`src/rtl/debug_uart.sv`:
```
// debug_uart: heartbeat LEDs from a free-running counter plus a periodic
// "Hello! Counter: 0xHHHH\r\n" message on an 8N1 UART transmitter.
module debug_uart #(
    parameter int unsigned CLK_FREQ     = 27000000,
    parameter int unsigned BAUD         = 115200,
    parameter int unsigned CLKS_PER_BIT = CLK_FREQ / BAUD,
    parameter int unsigned MSG_INTERVAL = 134217728,
    parameter int unsigned LED_BASE     = 22,
    // Message-counter value after reset; non-zero only to reach the wrap quickly.
    parameter logic [15:0] MSG_CNT_INIT = 16'h0000
) (
    input  logic clk,
    input  logic rst,
    output logic led_r,
    output logic led_g,
    output logic led_b,
    output logic uart_tx
);

    localparam logic [15:0]     BIT_LAST      = 16'(CLKS_PER_BIT - 1);
    localparam logic [31:0]     INTERVAL_LAST = 32'(MSG_INTERVAL - 1);
    localparam logic [8*18-1:0] PREFIX        = "Hello! Counter: 0x";
    localparam logic [4:0]      LAST_BYTE     = 5'd23;

    typedef enum logic [1:0] {IDLE, START, DATA, STOP} state_e;

    state_e          state_q, state_d;
    logic [31:0]     blink_q, blink_d;
    logic [31:0]     timer_q, timer_d;
    logic [15:0]     msg_cnt_q, msg_cnt_d;
    logic [15:0]     snap_q, snap_d;
    logic [15:0]     baud_q, baud_d;
    logic [4:0]      byte_idx_q, byte_idx_d;
    logic [2:0]      bit_idx_q, bit_idx_d;
    logic [2:0]      led_q, led_d;
    logic            tx_q, tx_d;
    logic            req;
    logic            bit_done;
    logic [8*18-1:0] prefix_sh;
    logic [3:0]      nib;
    logic [7:0]      cur_byte;

    // Timer sits at zero on the first cycle after reset and on every wrap.
    assign req      = (timer_q == '0);
    assign bit_done = (baud_q == BIT_LAST);

    always_comb begin
        prefix_sh = PREFIX << {byte_idx_q, 3'b000};
        case (byte_idx_q)
            5'd18:   nib = snap_q[15:12];
            5'd19:   nib = snap_q[11:8];
            5'd20:   nib = snap_q[7:4];
            default: nib = snap_q[3:0];
        endcase
        if (byte_idx_q < 5'd18)       cur_byte = prefix_sh[8*18-1 -: 8];
        else if (byte_idx_q < 5'd22)  cur_byte = (nib < 4'd10) ? {4'h3, nib} : {4'h4, nib - 4'd9};
        else if (byte_idx_q == 5'd22) cur_byte = 8'h0D;
        else                          cur_byte = 8'h0A;
    end

    always_ff @(posedge clk) begin
        if (rst) state_q <= IDLE;
        else     state_q <= state_d;
    end

    always_comb begin
        state_d = state_q;
        case (state_q)
            IDLE:    if (req) state_d = START;
            START:   if (bit_done) state_d = DATA;
            DATA:    if (bit_done && bit_idx_q == 3'd7) state_d = STOP;
            STOP:    if (bit_done) state_d = (byte_idx_q == LAST_BYTE) ? IDLE : START;
            default: state_d = IDLE;
        endcase
    end

    always_comb begin
        case (state_q)
            START:   tx_d = 1'b0;
            DATA:    tx_d = cur_byte[bit_idx_q];
            default: tx_d = 1'b1;
        endcase
    end

    always_comb begin
        blink_d    = blink_q + 32'd1;
        timer_d    = (timer_q == INTERVAL_LAST) ? '0 : timer_q + 32'd1;
        baud_d     = (state_q == IDLE || bit_done) ? '0 : baud_q + 16'd1;
        led_d      = {blink_q[LED_BASE+2], blink_q[LED_BASE+1], blink_q[LED_BASE]};
        msg_cnt_d  = msg_cnt_q;
        snap_d     = snap_q;
        byte_idx_d = byte_idx_q;
        bit_idx_d  = bit_idx_q;
        case (state_q)
            IDLE: if (req) begin
                snap_d     = msg_cnt_q;
                byte_idx_d = '0;
                bit_idx_d  = '0;
            end
            DATA: if (bit_done) bit_idx_d = bit_idx_q + 3'd1;
            STOP: if (bit_done) begin
                if (byte_idx_q == LAST_BYTE) msg_cnt_d = msg_cnt_q + 16'd1;
                else                         byte_idx_d = byte_idx_q + 5'd1;
            end
            default: ;
        endcase
    end

    always_ff @(posedge clk) begin
        if (rst) begin
            blink_q    <= '0;
            timer_q    <= '0;
            baud_q     <= '0;
            led_q      <= '0;
            msg_cnt_q  <= MSG_CNT_INIT;
            snap_q     <= '0;
            byte_idx_q <= '0;
            bit_idx_q  <= '0;
            tx_q       <= 1'b1;
        end else begin
            blink_q    <= blink_d;
            timer_q    <= timer_d;
            baud_q     <= baud_d;
            led_q      <= led_d;
            msg_cnt_q  <= msg_cnt_d;
            snap_q     <= snap_d;
            byte_idx_q <= byte_idx_d;
            bit_idx_q  <= bit_idx_d;
            tx_q       <= tx_d;
        end
    end

    assign led_r   = led_q[0];
    assign led_g   = led_q[1];
    assign led_b   = led_q[2];
    assign uart_tx = tx_q;

endmodule

```
`config.mk`:
```
export PLATFORM = sky130hd
export DESIGN_NAME = debug_uart
export DESIGN_NICKNAME = d
export VERILOG_FILES = /design/src/rtl/debug_uart.sv
export SDC_FILE = /design/constraint.sdc
export NUM_CORES = 1
export LEC_CHECK = 0
export ABC_AREA = 1
export BUFFER_PORTS_ARGS = -buffer_cell sky130_fd_sc_hd__buf_2
export CAP_MARGIN = 10
export CORE_ASPECT_RATIO = 0.7
export CORE_MARGIN = 5
export CORE_UTILIZATION = 49
export CTS_BUF_LIST = sky130_fd_sc_hd__clkbuf_2 sky130_fd_sc_hd__clkbuf_4 sky130_fd_sc_hd__clkbuf_8
export DETAILED_ROUTE_END_ITERATION = 16
export GPL_TIMING_DRIVEN = 1
export PLACE_DENSITY = 0.7
export SLEW_MARGIN = 10
export SYNTH_ARGS = -nofsm -noshare
export SYNTH_HDL_FRONTEND = slang
export SYNTH_SLANG_ARGS = --single-unit
```
`constraint.sdc`:
```
create_clock -name clk -period 5.1 [get_ports clk]
set_input_delay 1.02 -clock clk [delete_from_list [all_inputs] [get_ports clk]]
set_output_delay 1.02 -clock clk [all_outputs]
set_load 0.01 [all_outputs]
```
# Word level (Yosys, flattened, before mapping)
# Cells that the tools add are included.
[word_totals] register_bits=126 inputBits=2 output_inout_bits=4 wordCells=73
[classes] n_addsub=7 magnitude_cmp=4 eq_ne=17 n_shift=1 mux=21 reduce_logical=13
[ops] operator="$shl A143 B8 Y144 const A" n=1
[ops] operator="$add A32 B1 Y32 const B" n=2
[ops] operator="$add A16 B1 Y16 const B" n=2
[ops] operator="$eq A32 B27 Y1 const B" n=1
[ops] operator="$logic_not A32 Y1" n=1
[ops] operator="$eq A5 B5 Y1 const B" n=5
[ops] operator="$eq A16 B8 Y1 const B" n=1
[ops] operator="$mux W5" n=3
[ops] operator="$mux W7" n=2
[ops] operator="$ne A2 B2 Y1 const B" n=6
[ops] operator="$pmux W4 S3" n=1
[ops] operator="$lt A5 B5 Y1 const B" n=2
[ops] operator="$pmux W5 S2" n=1
[ops] operator="$mux W3" n=3
[ops] operator="$mux W2" n=4
[ops] operator="$mux W8" n=1
[ops] operator="$pmux W2 S4" n=1
[ops] operator="$reduce_and A4 Y1" n=2
[ops] operator="$pmux W3 S2" n=1
[ops] operator="$reduce_and A3 Y1" n=2
[ops] operator="$add A5 B1 Y5 const B" n=1
[ops] operator="$eq A2 B2 Y1 const B" n=2
[ops] operator="$lt A3 B4 Y1 const B" n=1
[ops] operator="$lt A4 B4 Y1 const B" n=1
[ops] operator="13 further kinds" n=16

# Longest topological paths before layout
[depth] depth_word=9 depth_mapped=20 mapped_depth_nobuf=20

# Worst setup path before layout
# Ideal clock, no wire load.
[synth_path] path_kind="flip-flop to flip-flop" startpoint="register byte_idx_q[1]" endpoint="register tx_q (netlist: uart_tx)" arrival_ns=2.013 required_ns=4.987 setup_slack_ns=2.974 path_stages_with_launch=20 n_path_buf=0 synth_period_minus_slack_ns=2.126 path_cell_list="dfxtp_1 inv_1 ha_1 nand2_2 inv_1 nand2_1 nand3_2 nor2_1 nor2_2 ha_1 nand3_1 nand2_1 nand3_1 nand3_1 nand2_1 nand2_1 a21oi_1 nand2_1 nand2_1 nand2_1"
[synth_between] elab_chain_len=9
[synth_lines] element="start: declaration" line="33" text="logic [4:0] byte_idx_q, byte_idx_d;"
[synth_lines] element="start signal: assignment" line="127" text="byte_idx_q <= byte_idx_d;"
[synth_lines] element="$eq A5 B5 Y1" line="49" text="case (byte_idx_q)"
[synth_lines] element="$pmux W4 S3" line="49"
[synth_lines] element="$sub A4 B4 Y4 or $lt A4 B4 Y1 (tied branches)" line="56" text="else if (byte_idx_q < 5'd22) cur_byte = (nib < 4'd10) ? {4'h3, nib} : {4'h4, nib - 4'd9};"
[synth_lines] element="$mux W7 (2 in series)" line="56"
[synth_lines] element="$mux W8 *" line="55" text="if (byte_idx_q < 5'd18) cur_byte = prefix_sh[8*18-1 -: 8];"
[synth_lines] element="$bmux W1 S3 *" line="80" text="DATA: tx_d = cur_byte[bit_idx_q];"
[synth_lines] element="$mux W1 (not written as such) *" line="80"
[synth_lines] element="$pmux W1 S2 *" line="78" text="case (state_q)"
[synth_lines] element="end signal: assignment" line="129" text="tx_q <= tx_d;"
[synth_lines] element="end: declaration" line="36" text="logic tx_q, tx_d;"
# Every way passes the cells marked *; elsewhere a longest branch is shown, timed or not. The select of a mux whose other input is x is not followed.
# A chain may end at the register's enable or synchronous reset.

# Worst setup path in the final report
[layout_path] startpoint="register byte_idx_q[0]" endpoint="register tx_q (netlist: uart_tx)"
# Same word-level chain as after synthesis.

==> impl.org <==
** Drt
- After detailed routing, the average wire length per cell comes to ~12 um.
- The first routing iteration left between 400 and 500 violations.
- Once detail routing completed, the nets flagged for antenna violations numbered 0.
- Via total after detailed routing :: about 5400
- Number of vias per cell after detailed routing :: roughly 5
- The final layout contains routed wiring with a total length of 12.67 mm.
- For this run, the detailed router's first-pass iteration total came to 5.
- In the routed design, unresolved DRC markers number 0.

** Layout
- Layout overhead on the synthesized area :: 9.288%
- In the layout the commonest cells are 144 x nand2_1, 126 x inv_1, 119 x dfxtp_1.
- Layout cell share with drive strength beyond 1 :: 10.33%
- Leading cell type in the layout, fill and taps excluded :: nand2_1
- ANT cells :: 0
- Leaving out filler cells and counting taps, the final layout contains ~1100.
- For this run, the post-layout net count is 919.

** Global routing
- Summed over all layers, the global routing overflow is 0.
- Wire length of the first global-routing pass :: approximately 23 mm
- Via count of the first global-routing pass :: roughly 4900
- The initial antenna violation count is 0.
- Entering global routing, the biggest net connects 41 pins.
- Global routing used 17.22% of the available tracks.

** Yosys
- The synthesized netlist occupies a cell area of between 0.006 and 0.007 mm2.
- In the synthesized netlist the dominant register cell turns out to be dfxtp_1.
- The synthesized design devotes to its leading area cell type roughly 38% of total area.
- After synthesis, the netlist uses 46 different library cells.
- Counting flops with an async set or reset pin after synthesis yields a share of 0%.
- The average instance in the mapped netlist occupies slightly above 7 um2.
- Post-Synthesis Cells :: 888
- Yosys mapped a number of flops with a built-in enable equal to 0.
- Ranked by total cell area, the synthesized netlist is headed by dfxtp_1 38%, nand2_1 8.6%, inv_1 7.5%.
- When the netlist entered floorplanning its net count stood at a little over 900.
- Sequential element share of the synthesized area :: between 30 and 40%
- Flip-flop and latch count after synthesis :: roughly 120
- For this run, the number of Yosys warnings is 0.
- The largest total area in the synthesized netlist belongs to dfxtp_1.

** Timing
- For the pin with the worst max-slew slack, the measured transition is 0.6435 ns.
- Between clock sinks in the finished design, the worst skew comes to approximately 0.014 ns.
- Slew Viols, Final :: 0
- Setup TNS Final :: 0 ns
- Worst max-slew margin expressed relative to the limit :: between 50% and 60%
- Setup violation total in the final timing report :: 0
- Setup repair after global routing missed its margin :: false
- Final critical-path required period :: approximately 2.5 ns
- Based on the critical path, the design can be clocked at up to ~390 MHz.
- The final-report hold violation count was 0.
- Fin crit share :: 49.69%

** Worst setup path
- Critical path launch point type :: flop
- Required time at the endpoint of the critical path :: approximately 5.4 ns
- Among the stages of the critical path, the cell type that occurs most often is nand2_1.
- WP data arrival :: 2.86 ns
- The slowest stage of the critical path belongs to the cell dfxtp_1.
- Setup slack on the worst reg-to-reg path comes out at 2.57 ns.
- The critical path is of the flop to flop type.
- Traced cell by cell, the critical path runs through inv_1, ha_1, nand2_2, inv_1, nand2_1, nand3_2, nor2_1, nor2_1, ha_1, inv_1, nand2_1, nand2_1, nand3_1, nand3_1, nand2_1, nand2_1, a21oi_1, nand2_1, nand2_1, nand2_1.
- Slowest cell delay on critical path :: 0.36 ns
- Along the worst path, the maximum fanout reaches 9.
- STA classifies the critical path endpoint as a flop.

** Clock network
- Maximum clock insertion buffer count :: 2
- CTS tree :: built
- Worst-skew pair later-pin latency :: between 0.4 and 0.5 ns
- Buffers inserted to repair hold after CTS numbered 0.
- In this run, CTS created clock tree buffers numbering 17.
- CTS HTree Levels :: 4
- After clock tree synthesis, the clock-pin slew on the worst setup and hold paths is 0.07 ns.
- Number of sinks handled by clock tree synthesis :: around 120
- Gates resized during post-CTS repair numbered 0.
- Root Buffer :: clkbuf_8
- After clock tree synthesis, the setup repair step added 0 buffers.

** Die
- Core Region :: around 0.013 mm2
- The initial utilization of the core area, before any placement, comes to about half.
- The die is between 100 and 150 um tall.
- Die Width :: approximately 150 um
- Row generation in the floorplan step produced 34 rows.
- The floorplan step defined a die boundary enclosing between 0.015 and 0.02 mm2.
- 6 I/O pins were placed.

** Pwr
- Worst supply voltage drop on vdd :: 0.1887 mV
- In this run the power density over the cells is between 300 and 400 mW/mm2.
- Static Leakage :: 2.615 nW

** Placement
- Post-detail-place hpwl :: ~9.5 mm
- Gpl congestion :: 0.8608
- In this run the tool buffered the top-level ports with 5 buffer cells.
- Placed instance count :: about 1000

** Job
- Max_cap viols :: 0

** Run status
- The run finished with clean final reports.

** Hold path
- Tightest Hold Check Type :: flop to flop
routing by layer:
metal  vias up  routed length [um]  track usage, %
met5         -                   0               0
met4         0                 136           4.660
met3        15                 448           4.024
met2        66                4820           23.49
met1      2366                7263           26.81
li1       2929                   -               -
through the flow:
| step | utilization [%] | hold slack (ns) | area, um2 | total power, W | setup slack (ns) |
|---|---|---|---|---|---|
| floorplan | - | 0.4175 | 6291 | 0.001378 | 2.974 |
| global placement | 51.60 | 0.4329 | 6454 | 0.001467 | 2.531 |
| detailed placement | 51.60 | 0.4492 | 6454 | 0.001472 | 2.417 |
| CTS | 54.97 | 0.4611 | 6875 | 0.002370 | 2.553 |
| global route | 54.97 | 0.4902 | 6875 | 0.002503 | 2.197 |
| finish | 54.97 | 0.4640 | 6875 | 0.002353 | 2.566 |
report_power, final:
part	total, W	internal [W]	switching, W
Combinational	0.000422	0.000141	0.000281
Sequential	0.00103	0.000990	0.0000422
Clock	0.000899	0.000499	0.000400
Total	0.00235	0.00163	0.000723
final cells by class:
type                       count  area (um2)
sequential                   119        2382
clock inverter                14       173.9
fill                        1208        5632
tap                          162       202.7
inverter                     131       493.0
clock buffer                  18       247.7
timing repair buffer           7       40.04
multi-input combinational    621        3336
sequential cells by signal, summed over array words and instances, names as in the netlist:
signal and flops:
msg_cnt_q 16, uart_tx 1, baud_q 16, blink_q 25, led_q 3, state_q 2
timer_q 32, bit_idx_q 3, snap_q 16, byte_idx_q 5
critical path: cells and delay by family (launching register included):
family	cells	cell delay (ns)
buf+inv	3	0.39
simple gates	14	1.08
compound gates	1	0.12
fa+ha+maj	2	0.47
flops	1	0.36
cell families (layout without fill, tap and decap cells):
group / after synthesis / in the layout / synth area share [%]
AOI/OAI and AO/OA: 148 / 148 / 12.51
and+or+nand+nor: 431 / 431 / 33.47
xor gates and xnor gates: 22 / 22 / 3.063
DFF: 119 / 119 / 37.87
buffers and inverters: 148 / 170 / 9.109
adders and majority gates: 20 / 20 / 3.978
synth_stat cells, types with 2 or more instances:
library cell and instances:
or2_2 4, nor3_1 30, nand2_1 144, a211oi_1 3, xnor2_1 10, xor2_1 12
nor4_1 14, o21a_1 4, nand3_1 51, nor3b_1 6, o21ai_0 56, inv_1 126
dfxtp_1 119, nor2_2 9, buf_2 4, clkbuf_1 9, nor2_4 9, nor2_1 111
nand3_2 6, nand4_1 22, nor3_2 5, ha_1 20, nand2_2 8, nor3b_2 2
buf_4 3, a31oi_1 6, nor4_2 3, a21oi_1 72, inv_2 3
final timing paths:
check,end,startpoint,cells after the start
max reg2reg,uart_tx,byte_idx_q[0],20
max,uart_tx,byte_idx_q[0],20
min,led_q[2],blink_q[24],2
min reg2reg,led_q[2],blink_q[24],2
No activity file was read; power rests on OpenSTA's default activity.
